<file path="src/rtl/approx_mul_iter.sv">
// Iterative approximate multiplier. It adds one 8x8 partial product per clock, with diagonal skipping and LSB truncation.
// Optional macro APPROX_MUL_ZERO_SKIP_EN: a zero operand goes straight to DONE with a zero result.
module approx_mul_iter #(
    parameter int WIDTH  = 16,
    parameter int N_SKIP = 0,
    parameter int N_LSB  = 0
) (
    input  logic               clk,
    input  logic               reset,
    input  logic               in_valid,
    output logic               in_ready,
    input  logic [WIDTH-1:0]   a,
    input  logic [WIDTH-1:0]   b,
    output logic               out_valid,
    input  logic               out_ready,
    output logic [2*WIDTH-1:0] out,
    output logic               busy
);
    localparam int K  = WIDTH / 8;
    localparam int CW = (K > 1) ? $clog2(K) : 1;
    localparam int PW = 2 * WIDTH;
    localparam logic [15:0] LSB_MASK = ~((16'd1 << N_LSB) - 16'd1);

    typedef enum logic [1:0] {IDLE, RUN, DONE} state_t;

    state_t          state, next_state;
    logic [WIDTH-1:0] a_reg, b_reg;
    logic [PW-1:0]   acc, term, sum;
    logic [CW-1:0]   ci, cj;
    logic [7:0]      chunk_a, chunk_b;
    logic [15:0]     prod;
    logic            last, accept;
    int              diag;

    assign in_ready = (state == IDLE) && !reset;
    assign accept   = in_valid && in_ready;
    assign last     = (ci == CW'(K - 1)) && (cj == CW'(K - 1));

    // NOTE: combinational blocks use blocking '=' and give every output a default first, so no latch is inferred.
    always_comb begin
        chunk_a = a_reg[{ci, 3'b000} +: 8];
        chunk_b = b_reg[{cj, 3'b000} +: 8];
        diag    = int'(ci) + int'(cj);
        prod    = (16'(chunk_a) * 16'(chunk_b)) & LSB_MASK;
        term    = PW'(prod) << (8 * diag);
        if (diag < N_SKIP)
            term = '0;
        sum = acc + term;
    end

    always_comb begin
        next_state = state;
        case (state)
            IDLE: begin
                if (accept) begin
`ifdef APPROX_MUL_ZERO_SKIP_EN
                    next_state = ((a == '0) || (b == '0)) ? DONE : RUN;
`else
                    next_state = RUN;
`endif
                end
            end
            RUN:     if (last) next_state = DONE;
            DONE:    if (out_ready) next_state = IDLE;
            default: next_state = IDLE;
        endcase
    end

    // NOTE: sequential state uses non-blocking '<=' so every register samples pre-edge values.
    always_ff @(posedge clk) begin
        if (reset) begin
            state     <= IDLE;
            out       <= '0;
            out_valid <= 1'b0;
            busy      <= 1'b0;
        end else begin
            state     <= next_state;
            out_valid <= (next_state == DONE);
            busy      <= (next_state != IDLE);
            if ((state == RUN) && last)
                out <= sum;
`ifdef APPROX_MUL_ZERO_SKIP_EN
            if (accept && ((a == '0) || (b == '0)))
                out <= '0;
`endif
        end
    end

    // NOTE: operand, accumulator and index registers are left unreset on purpose, because IDLE reloads them before each use.
    always_ff @(posedge clk) begin
        if (state == IDLE) begin
            a_reg <= a;
            b_reg <= b;
            acc   <= '0;
            ci    <= '0;
            cj    <= '0;
        end else if (state == RUN) begin
            acc <= sum;
            if (cj == CW'(K - 1)) begin
                cj <= '0;
                ci <= ci + CW'(1);
            end else begin
                cj <= cj + CW'(1);
            end
        end
    end

endmodule

</file>
<file path="config.mk">
export PLATFORM = sky130hd
export DESIGN_NAME = approx_mul_iter
export DESIGN_NICKNAME = d
export VERILOG_FILES = /design/src/rtl/approx_mul_iter.sv
export SDC_FILE = /design/constraint.sdc
export NUM_CORES = 1
export LEC_CHECK = 0
export BUFFER_PORTS_ARGS = -buffer_cell sky130_fd_sc_hd__buf_2
export CAP_MARGIN = 5
export CELL_PAD_IN_SITES_DETAIL_PLACEMENT = 1
export CELL_PAD_IN_SITES_GLOBAL_PLACEMENT = 1
export CORE_MARGIN = 4
export CORE_UTILIZATION = 43
export CTS_CLUSTER_SIZE = 25
export DETAILED_ROUTE_END_ITERATION = 6
export GPL_TIMING_DRIVEN = 0
export PLACE_DENSITY = 0.76
export RECOVER_POWER = 25
export SYNTH_ARGS = -nofsm -noshare
export SYNTH_HDL_FRONTEND = slang
export SYNTH_SLANG_ARGS = --single-unit
</file>
<file path="constraint.sdc">
create_clock -name clk -period 20.7 [get_ports clk]
set_input_delay 1.035 -clock clk [delete_from_list [all_inputs] [get_ports clk]]
set_output_delay 1.035 -clock clk [all_outputs]
set_load 0.005 [all_outputs]
</file>
==> metrics.md <==
| Metric | Value |
|---|---|
| Overflow after GRT | `0` |
| Fin util | `0.499` |
| Initial core utilization | `0.442` |
| Layout cells sized above 1 | `0.129` |
| CP Launch Type | `flip-flop` |
| Status | `finished clean` |
| Syn_nets | `974` |
| Met3 wire length | `821 um` |
| Asr flop ratio synth | `0` |
| RSZ-0062 raised after global routing | `no` |
| Fin Hold WS | `454 ps` |
| Hold-fix buffers, CTS | `0` |
| Clk sinks | `102` |
| Crit path time final | `8620 ps` |
| Synth-to-Final Area Change | `12.9%` |
| CP Class | `flip-flop to flip-flop` |
| Placer Congestion | `0.882` |
| Worst Hold Class | `flip-flop to flip-flop` |
| Num CTS Buffers | `9` |
| Mapped Cells | `833` |
| DIE AREA | `19400 sq um` |
| Commonest non-fill, non-tap cells in the layout | `nor2_1, nand2_1, dfxtp_1` |
| Min-delay src | `out[17]` |
| Die extent in y | `139 um` |
| Most used flip-flop cell after synthesis | `dfxtp_1` |
| Synth area leader | `dfxtp_1` |
| Final setup margin | `12080 ps` |
| Power Density | `164 nW/um^2` |
| First DRT Iteration DRCs | `256` |
| Pre-CTS WS | `12160 ps` |
| DR WL met2 | `9700 um` |
| Count of cell types in the netlist | `69` |
| Critical path endpoint category | `flip-flop` |
| Metal1 wirelength | `10000 um` |
| Finished Layout Cells | `1139` |
| Lkg Pwr | `3.70 nW` |
| CTS Root Cell | `clkbuf_16` |
| Final slew viol count | `0` |
| Max Root-Sink Buffers | `2` |
| Clock transition at path regs | `70 ps` |
| Final total power | `1.37 mW` |
| Synth area leaders | `dfxtp_1, edfxtp_1, ha_1, fa_1, nor2_1` |
| Ports | `71` |
| CTS tree | `done` |
| Slowest CP cell | `mux2i_1` |
| Most common cell after layout, fill and taps aside | `nor2_1` |
| Total GRT Usage | `0.215` |
| Top Registers | `acc: 32 flops, out: 32 flops` |
| Drt drc | `0` |
| Routed wire length | `20800 um` |
| Routed Antenna Nets | `0` |
| FF-to-FF setup slack | `12080 ps` |
| Max layer used | `met4` |
| Flops & latches, synth | `102` |
| Routed vias | `6241` |
| Global-route wire length before repair | `33500 um` |
| Pre-antenna DRT Iters | `4` |
| Post-synth top area share | `0.189` |
| Setup TNS | `0 ps` |
| Inst Count DP | `1123` |
| Crit path DAT | `8860 ps` |
| CTS H-tree depth | `3` |
| Worst R2R Start | `ci` |
| Worst Skew | `9.69 ps` |
| CP max FO | `10` |
| Cell area after synthesis | `7410 sq um` |
| Slowest stage delay, CP | `1010 ps` |
| Hpwl dp | `16400 um` |
| Syn avg cell area | `8.90 sq um` |
| Post-DP Area | `8060 sq um` |
| VDD IR max | `0.0646 mV` |
| Worst skew pair latency | `350 ps` |
| # rows | `47` |
| Vias/cell | `5.48` |
| Most used cell, CP | `fa_1` |
| # port buffers | `69` |
| Yosys warnings | `0` |
| Diodes inserted | `0` |
| Final setup violation count | `0` |
| Final Hold Vio Count | `0` |
| Fill cell count | `2022` |
| F_max | `116 MHz` |
| Largest net degree at the start of global routing | `21` |
| Post-synth EDFFs | `32` |
| Seq/Total Area, Yosys | `0.319` |
| PostCTS Resize Cnt | `0` |
| Max Cap Violations | `0` |
| Fin nets | `1055` |
| Max-Slew Margin vs Limit | `0.176` |
| Part of the cycle the worst path needs | `0.416` |
| Routed wire per std cell | `18.3 um` |
| Post-CTS Setup Bufs | `0` |
| Chip width | `139 um` |
| Worst setup path startpoint | `ci` |
| Final Cell Area | `8370 sq um` |
| Least-Margin Pin Slew | `1200 ps` |
| Vias in the first global route | `6395` |
| Core Region | `16800 sq um` |
| WP data required | `20940 ps` |
| Initial antenna violation count | `0` |
[metal layers]
metal / GRT usage / vias up
met4: 0.0566 / 0
met1: 0.301 / 3070
met5: 0 / -
li1: - / 3047
met2: 0.348 / 107
met3: 0.0333 / 17
[power by group]
part	internal (mW)	switching, mW	leakage [nW]
Combinational	0.361	0.597	2.66
Sequential	0.228	0.0103	0.892
Clock	0.100	0.0787	0.151
[cell usage after synthesis, drive strengths merged, types with 8 or more instances]
library cell  number
a211oi            14
a21o              12
a21oi             61
a22o              20
clkbuf            26
dfxtp             70
edfxtp            32
fa                37
ha                68
inv               66
mux2i             20
nand2             83
nand3             14
nor2             100
nor2b             10
nor3              16
o21a               8
o21ai             38
or2               17
xnor2             20
xor2              16
[path summary, 6_finish.rpt]
kind	to	depth (start not counted)
worst max-delay path	acc[31]	30
worst min-delay path	out[17]	2
worst max register to register	acc[31]	30
worst min register to register	out[17]	2
[cell families after synthesis]
| group | after synthesis | synth area share |
|---|---|---|
| AND/OR/NAND/NOR | 279 | 0.173 |
| AO/OA/AOI/OAI | 194 | 0.173 |
| adder cells (fa/ha/maj) | 105 | 0.215 |
| flip-flops | 102 | 0.319 |
| buffers and inverters | 96 | 0.0500 |
| XOR/XNOR | 36 | 0.0425 |
| multiplexers | 21 | 0.0285 |
[critical path, delay by kind of cell (launching register included)]
kind,cells,cell delay (ps)
compound gates,8,1880
simple gates,8,1360
xor+xnor,1,240
mux,2,1200
fa+ha+maj,6,2620
buf+inv,5,850
flops,1,330
[area by class of cell]
| class | count | area [sq um] | share of cell area |
|---|---|---|---|
| Clock inverter | 6 | 77.6 | 0.00927 |
| Tap cell | 220 | 275 | 0.0329 |
| Timing Repair Buffer | 70 | 370 | 0.0443 |
| Buffer | 30 | 123 | 0.0147 |
| Inverter | 66 | 248 | 0.0296 |
| Clock buffer | 10 | 229 | 0.0274 |
| Sequential cell | 102 | 2360 | 0.282 |
| Multi-Input combinational cell | 635 | 4680 | 0.560 |
No activity file was read; power rests on OpenSTA's default activity.
